<file path="config.mk">
export PLATFORM = sky130hd
export DESIGN_NAME = result_bcd_converter
export DESIGN_NICKNAME = d
export VERILOG_FILES = /design/src/rtl/calc_pkg.sv /design/src/rtl/result_bcd_converter_bcd_add3.sv /design/src/rtl/result_bcd_converter.sv
export SDC_FILE = /design/constraint.sdc
export NUM_CORES = 1
export LEC_CHECK = 0
export ABC_AREA = 1
export BUFFER_PORTS_ARGS = -buffer_cell sky130_fd_sc_hd__clkbuf_2
export CORE_UTILIZATION = 60
export CTS_BUF_LIST = sky130_fd_sc_hd__clkbuf_4 sky130_fd_sc_hd__clkbuf_8
export DETAILED_ROUTE_END_ITERATION = 6
export PLACE_DENSITY = 0.82
export SLEW_MARGIN = 20
export SYNTH_ARGS = -nofsm -noshare
export SYNTH_HDL_FRONTEND = slang
export SYNTH_HIERARCHICAL = 1
export SYNTH_SLANG_ARGS = --single-unit
</file>
<file path="constraint.sdc">
create_clock -name clock_i -period 2.1 [get_ports clock_i]
set_input_delay 0.21 -clock clock_i [delete_from_list [all_inputs] [get_ports clock_i]]
set_output_delay 0.21 -clock clock_i [all_outputs]
set_load 0.05 [all_outputs]
</file>
<file path="src/rtl/calc_pkg.sv">
// Shared types and constants for the calculator result BCD conversion path.
package calc_pkg;

    typedef enum logic [1:0] {
        IDLE  = 2'd0,
        SHIFT = 2'd1,
        DONE  = 2'd2
    } state_t;

    localparam logic [3:0] BCD_BLANK          = 4'hF;
    localparam logic [3:0] BCD_ADD3_THRESHOLD = 4'd5;

endpackage

</file>
<file path="src/rtl/result_bcd_converter_bcd_add3.sv">
// Double-dabble digit correction: digits of 5 or more get +3 before the shift.
module bcd_add3
    import calc_pkg::*;
(
    input  logic [3:0] digit_i,
    output logic [3:0] digit_o
);

    assign digit_o = (digit_i >= BCD_ADD3_THRESHOLD) ? digit_i + 4'd3 : digit_i;

endmodule

</file>
<file path="src/rtl/result_bcd_converter.sv">
// Sequential binary-to-BCD converter for the calculator result bus, one bit per clock.
// Define RESULT_BCD_BLANK_EN to replace leading zero digits with the blank code.
module result_bcd_converter
    import calc_pkg::*;
#(
    parameter int WIDTH  = 8,
    parameter int DIGITS = 5
) (
    input  logic                  clock_i,
    input  logic                  reset_i,
    input  logic                  start_i,
    input  logic [2*WIDTH-1:0]    value_i,
    input  logic                  sign_i,
    output logic                  busy_o,
    output logic                  done_o,
    output logic [4*DIGITS-1:0]   bcd_o,
    output logic                  sign_o,
    output logic                  overflow_o
);

    localparam int VW = 2 * WIDTH;
    localparam int BW = 4 * DIGITS;
    localparam int CW = $clog2(VW + 1);

    state_t          state_q, state_d;
    logic [VW-1:0]   shift_q, shift_d;
    logic [BW-1:0]   dig_q, dig_d;
    logic [CW-1:0]   cnt_q, cnt_d;
    logic            ovf_q, ovf_d;
    logic            sgn_q, sgn_d;
    logic [BW-1:0]   bcd_q, bcd_d;
    logic            sign_out_q, sign_out_d;
    logic            ovf_out_q, ovf_out_d;

    logic [BW-1:0]   dig_corr;
    logic [BW-1:0]   dig_shift;
    logic [VW-1:0]   sh_shift;
    logic            carry;
    logic [BW-1:0]   bcd_fmt;

    for (genvar i = 0; i < DIGITS; i++) begin : g_add3
        bcd_add3 u_add3 (
            .digit_i(dig_q[4*i +: 4]),
            .digit_o(dig_corr[4*i +: 4])
        );
    end

    // Bit leaving the top digit means the value needs more than DIGITS digits.
    assign {carry, dig_shift, sh_shift} = {dig_corr, shift_q, 1'b0};

`ifdef RESULT_BCD_BLANK_EN
    logic lead;
    always_comb begin
        lead    = 1'b1;
        bcd_fmt = dig_shift;
        for (int i = DIGITS - 1; i > 0; i--) begin
            if (lead && dig_shift[4*i +: 4] == 4'd0) bcd_fmt[4*i +: 4] = BCD_BLANK;
            else                                     lead = 1'b0;
        end
    end
`else
    assign bcd_fmt = dig_shift;
`endif

    always_comb begin
        state_d    = state_q;
        shift_d    = shift_q;
        dig_d      = dig_q;
        cnt_d      = cnt_q;
        ovf_d      = ovf_q;
        sgn_d      = sgn_q;
        bcd_d      = bcd_q;
        sign_out_d = sign_out_q;
        ovf_out_d  = ovf_out_q;
        case (state_q)
            IDLE: begin
                if (start_i) begin
                    state_d = SHIFT;
                    shift_d = value_i;
                    sgn_d   = sign_i;
                    dig_d   = '0;
                    ovf_d   = 1'b0;
                    cnt_d   = CW'(VW);
                end
            end
            SHIFT: begin
                shift_d = sh_shift;
                dig_d   = dig_shift;
                ovf_d   = ovf_q | carry;
                cnt_d   = cnt_q - CW'(1);
                // Final shift: publish the result straight from the shifted value.
                if (cnt_q == CW'(1)) begin
                    state_d    = DONE;
                    bcd_d      = bcd_fmt;
                    sign_out_d = sgn_q;
                    ovf_out_d  = ovf_q | carry;
                end
            end
            DONE:    state_d = IDLE;
            default: state_d = IDLE;
        endcase
    end

    always_ff @(posedge clock_i or posedge reset_i) begin
        if (reset_i) begin
            state_q    <= IDLE;
            shift_q    <= '0;
            dig_q      <= '0;
            cnt_q      <= '0;
            ovf_q      <= 1'b0;
            sgn_q      <= 1'b0;
            bcd_q      <= '0;
            sign_out_q <= 1'b0;
            ovf_out_q  <= 1'b0;
        end else begin
            state_q    <= state_d;
            shift_q    <= shift_d;
            dig_q      <= dig_d;
            cnt_q      <= cnt_d;
            ovf_q      <= ovf_d;
            sgn_q      <= sgn_d;
            bcd_q      <= bcd_d;
            sign_out_q <= sign_out_d;
            ovf_out_q  <= ovf_out_d;
        end
    end

    assign busy_o     = (state_q != IDLE);
    assign done_o     = (state_q == DONE);
    assign bcd_o      = bcd_q;
    assign sign_o     = sign_out_q;
    assign overflow_o = ovf_out_q;

endmodule

</file>
* After elaboration in Yosys (flattened, before gate mapping) *
Cells that the tools add are included.

word-level totals
  flip-flop bits (word level) = 67
  word-level logic and storage cells = 49

cells by class
  add/sub/neg operators = 6
  magnitude comparators = 5
  eq/ne operators = 5
  mux-type cells = 16
  bitwise gates (word level) = 1
  reductions and logical operators = 7

operators with widths
  cell                 count
  $pmux 20 s2          1
  $pmux 16 s2          1
  $add 4x2->4 const B  5
  $ge 4x3->1 const B   5
  $mux 20              1
  $mux 4               5
  $mux 16              1
  $pmux 5 s2           1
  $reduce_and 2->1     4
  $eq 5x1->1 const B   1
  $mux 5               1
  $sub 5x1->5 const B  1
  $mux 2               2
  $ne 2x2->1 const B   2
  $pmux 2 s2           1
  $reduce_bool 2->1    2
  $eq 2x1->1 const B   1
  $eq 2x2->1 const B   1
  $logic_not 2->1      1
  $pmux 1 s2           1
  $mux 1               1
  $or 1x1->1           1

* Depth between registers and ports, before layout *
  depth after elaboration = 4
  mapped depth = 9

* By module *
The synthesis kept the hierarchy.

modules (own cells, without submodules)
  module                instances  cells an instance  area an instance (um^2)
  result_bcd_converter  1          321                2761.4
  bcd_add3              5          23                 135.1

* Worst setup path before layout *
Ideal clock, no wire load.

  kind = reg2reg
  start point = register dig_q[16]
  end point = register ovf_out_q (netlist: overflow_o)
  arrival = 1.325 ns
  required time = 1.981 ns
  slack = 0.655 ns
  cell stages (with the launch flop) = 9
  path buffers = 0
  path through = dfrtp_1 inv_1 ha_1 nor2_4 nor2_4 a21oi_2 or2_2 nand3_1 nand2_1

between the ends
  cells in the longest elaborated chain, start to end = 3
  elaborated cells on any way between the ends = 4
  those cells by class = add/sub (1); order compare (1); mux (1); bitwise (1)

RTL lines
  element                                           line                                source
  start: declaration                                result_bcd_converter.sv:27          logic [BW-1:0] dig_q, dig_d;
  start signal: assignment                          result_bcd_converter.sv:118         dig_q <= dig_d;
  $add 4x2->4 / $ge 4x3->1 (equally long branches)  result_bcd_converter_bcd_add3.sv:9  assign digit_o = (digit_i >= BCD_ADD3_THRESHOLD) ? digit_i + 4'd3 : digit_i;
  $mux 4 (*)                                        result_bcd_converter_bcd_add3.sv:9
  via carry                                         result_bcd_converter.sv:38          logic carry;
  $or 1x1->1 (*)                                    result_bcd_converter.sv:96          ovf_out_d = ovf_q | carry;
  end signal: assignment                            result_bcd_converter.sv:124         ovf_out_q <= ovf_out_d;
  end: declaration                                  result_bcd_converter.sv:33          logic ovf_out_q, ovf_out_d;

The timed path passes the listed nets; every way through them passes the cells marked *.
A chain may end at the register's enable or synchronous reset.

* Final worst setup path *
  start point = register cnt_q[1]
  end point = register bcd_q[1] (netlist: bcd_o[1])

between the ends
  cells in the longest elaborated chain, start to end = 2

RTL lines
  element                     line                         source
  start: declaration          result_bcd_converter.sv:28   logic [CW-1:0] cnt_q, cnt_d;
  start signal: assignment    result_bcd_converter.sv:119  cnt_q <= cnt_d;
  $eq 5x1->1                  result_bcd_converter.sv:92   if (cnt_q == CW'(1)) begin
  $reduce_and 2->1 (no line)  -
  end signal: assignment      result_bcd_converter.sv:112  bcd_q <= '0;
  end signal: assignment      result_bcd_converter.sv:122  bcd_q <= bcd_d;
  end: declaration            result_bcd_converter.sv:31   logic [BW-1:0] bcd_q, bcd_d;

No other way between the ends.

==> results.json <==
{
  "status": "finished clean",
  "antenna_cells": 0,
  "rows": 27,
  "max_freq_mhz": 597,
  "first_pass_iters": 4,
  "cp_cell_sequence": "inv_1, ha_1, nand2_1, nor2_4, nand2_2, nand2_1, nand2_1",
  "wl_um": 6650,
  "tns_ns": 0,
  "drive_above_1_share": 0.220,
  "place_congestion": 0.841,
  "cts_inserted_buffers": 9,
  "synth_nets": 468,
  "yosysTopAreaCell": "dfrtp_1",
  "path_buf_inv": 1,
  "slew_violations": 0,
  "start_util": 0.624,
  "r2r_end": "bcd_o[1]$_DFFE_PP0P_",
  "syn_to_final_growth_pct": 14.3,
  "ys_seq_area_frac": 0.488,
  "synthTopCellsByCount": "nand2_1, dfrtp_1, nand3_1",
  "crit_slowest_cell": "dfrtp_1",
  "fp.dieArea_um2": 6030,
  "ir_drop_v": 0.000840,
  "yosys_register_bits": 67,
  "viasPerCell": 5.09,
  "htreeDepth": 3,
  "hold_path.class": "primary input to register",
  "synthTopCellsByArea": "dfrtp_1, nand2_1, nand3_1",
  "synth_edf_count": 0,
  "crit_path_start": "cnt_q[1]$_DFFE_PP0P_",
  "die_x_um": 77.7,
  "die_y_um": 77.7,
  "yosysMostFrequentCell": "nand2_1",
  "rsz0062_at_grt": "no",
  "reg2reg_slack_ns": 0.42,
  "grt.total_usage": 0.247,
  "fp.coreArea_um2": 5510,
  "syn_area_um2": 3440,
  "slowest_delay_ns": 0.41,
  "critPathRequiredTime_ns": 2.33,
  "synth_flop_cell": "dfrtp_1",
  "syn_avg_cell_area_um2": 7.88,
  "clk_latency_ns": 0.34,
  "r2r_start": "cnt_q[1]$_DFFE_PP0P_",
  "drtIter0Drc": 139,
  "tritoncts": "built",
  "cts_sinks": 67,
  "grt_pass1_vias": 2744,
  "crit_cells": 7,
  "dp_hpwl_um": 4580,
  "clk_path_buf_depth": 2,
  "final_nets": 514,
  "async_flop_share": 1.00,
  "vias": 2843,
  "path_class": "register to register",
  "ant_nets": 0,
  "port_buffers": 43,
  "p_leak_uw": 0.00212,
  "yosysWarnings": 6,
  "period_minus_slack_ns": 1.68,
  "cts-root-buf": "clkbuf_8",
  "finish.utilization": 0.713,
  "critical_path.top_delay_family": "simple AND/OR/NAND/NOR gates",
  "synth_cell_types": 18,
  "finalCritPeriodShare": 0.798,
  "avgRoutedWirePerCell_um": 11.9,
  "io_pins": 44,
  "grt_pass1_wl_um": 11700,
  "drc_errors": 0,
  "power.density_nw_per_um2": 1670,
  "hp-start": "value_i[0]",
  "cts_setup_buffers": 0,
  "cp_common_cell": "nand2_1",
  "grt_max_degree": 68,
  "cp_max_fo": 23,
  "startpoint_type": "register",
  "clock_skew_ns": 0.0117,
  "critPathCapture": "bcd_o[1]$_DFFE_PP0P_",
  "maxCapViolCount": 0,
  "fill_cells": 430,
  "setup_violations": 0,
  "r2r_cells": 7,
  "synth_top_area_share": 0.488,
  "antenna_found_initial": 0,
  "hold_viol": 0,
  "slew_headroom": 0.698,
  "cp-end-kind": "register",
  "gr-total-overflow": 0,
  "tightest_slew_ns": 0.451,
  "syn_inst": 436,
  "worstPathArrival_ns": 1.90,
  "clk_pin_slew_worst_paths_ns": 0.07
}
-- placed cells by master (no fill, tap or decap) --
| cell type | netlist | layout |
|---|---|---|
| a21oi_2 | 5 | 5 |
| buf_12 | 0 | 1 |
| buf_4 | 3 | 5 |
| bufinv_16 | 0 | 1 |
| clkbuf_2 | 0 | 43 |
| clkbuf_4 | 0 | 4 |
| clkbuf_8 | 0 | 10 |
| clkinv_2 | 0 | 1 |
| dfrtp_1 | 67 | 67 |
| dlygate4sd3_1 | 0 | 1 |
| ha_1 | 12 | 12 |
| inv_1 | 22 | 21 |
| inv_2 | 10 | 11 |
| nand2_1 | 197 | 197 |
| nand2_2 | 7 | 7 |
| nand3_1 | 46 | 46 |
| nor2_1 | 21 | 21 |
| nor2_4 | 12 | 12 |
| nor3_1 | 1 | 1 |
| o21ai_0 | 11 | 11 |
| o21ai_1 | 4 | 3 |
| o21ai_2 | 5 | 6 |
| or2_2 | 1 | 1 |
-- report_power, final --
part / switching (µW) / total (µW) / internal, µW / leakage [µW]
clock network: 472 / 1110 / 634 / 0.000108
logic: 2220 / 3200 / 982 / 0.00117
registers: 412 / 2240 / 1830 / 0.000839
total: 3100 / 6540 / 3440 / 0.00212
-- stage by stage --
stage / cells / setup WS (ns) / power [µW] / area [µm²] / hold slack (ns)
detailed placement: 542 / 0.434 / 5450 / 3710 / 0.294
global route: 559 / 0.278 / 7060 / 3930 / 0.0542
finish: 559 / 0.424 / 6540 / 3930 / 0.0624
CTS: 559 / 0.406 / 6570 / 3930 / 0.0462
floorplan: 436 / 0.207 / 4790 / 3440 / 0.320
global placement: 542 / 0.532 / 5320 / 3710 / 0.294
-- timing repair --
action	4_1_cts	5_1_grt
endpoints found under the hold margin	67	0
hold buffers	1	0
gates resized for setup	0	0
-- sequential cells by signal, indices dropped and copies added, names as in the netlist --
| register | flops |
|---|---|
| sign_o | 1 |
| shift_q | 16 |
| ovf_q | 1 |
| cnt_q | 5 |
| dig_q | 20 |
| state_q | 2 |
| bcd_o | 20 |
| sgn_q | 1 |
| overflow_o | 1 |
-- cell type report --
cell class,instances,area (µm²),area share
sequential,67,1680,0.427
tap,72,90.1,0.0229
inverter,32,120,0.0306
clock inverter,2,35.0,0.00892
clock buffer,14,168,0.0427
multi-input combinational,322,1560,0.396
timing repair buffer,50,283,0.0720
-- routing by layer --
layer  up-vias  routed length, µm  part of all wire  GRT usage
met3        14                272             0.041     0.0424
met5         -                  0                 0          0
met2        66               3170              0.48      0.394
met1      1322               3060              0.46      0.321
met4         0                136             0.020      0.134
li1       1441                  -                 -          -
-- cells by family after synthesis --
kind of cell	share of synthesized area
adder cells (fa/ha/maj)	0.0437
AO/OA/AOI/OAI	0.0473
AND/OR/NAND/NOR	0.360
buffers and inverters	0.0608
flip-flops	0.488
-- worst min-delay path by stage --
stage / to / slack (ns) / cells after the start
after global placement: shift_q[3]$_DFFE_PP0P_ / 0.29 / 3
final: shift_q[0]$_DFFE_PP0P_ / 0.06 / 3
after CTS: shift_q[0]$_DFFE_PP0P_ / 0.05 / 3
after global routing: shift_q[0]$_DFFE_PP0P_ / 0.05 / 3
after detailed placement: shift_q[3]$_DFFE_PP0P_ / 0.29 / 3
after floorplan: sgn_q$_DFFE_PP0P_ / 0.32 / 2
-- worst reg2reg max path, delay by kind of cell, from the launching register on --
| family | cells | cell delay, ns |
|---|---|---|
| buf+inv | 1 | 0.09 |
| simple gates | 5 | 0.94 |
| flops | 1 | 0.41 |
| fa+ha+maj | 1 | 0.14 |
Note: power is estimated with default switching activity, not from simulation.
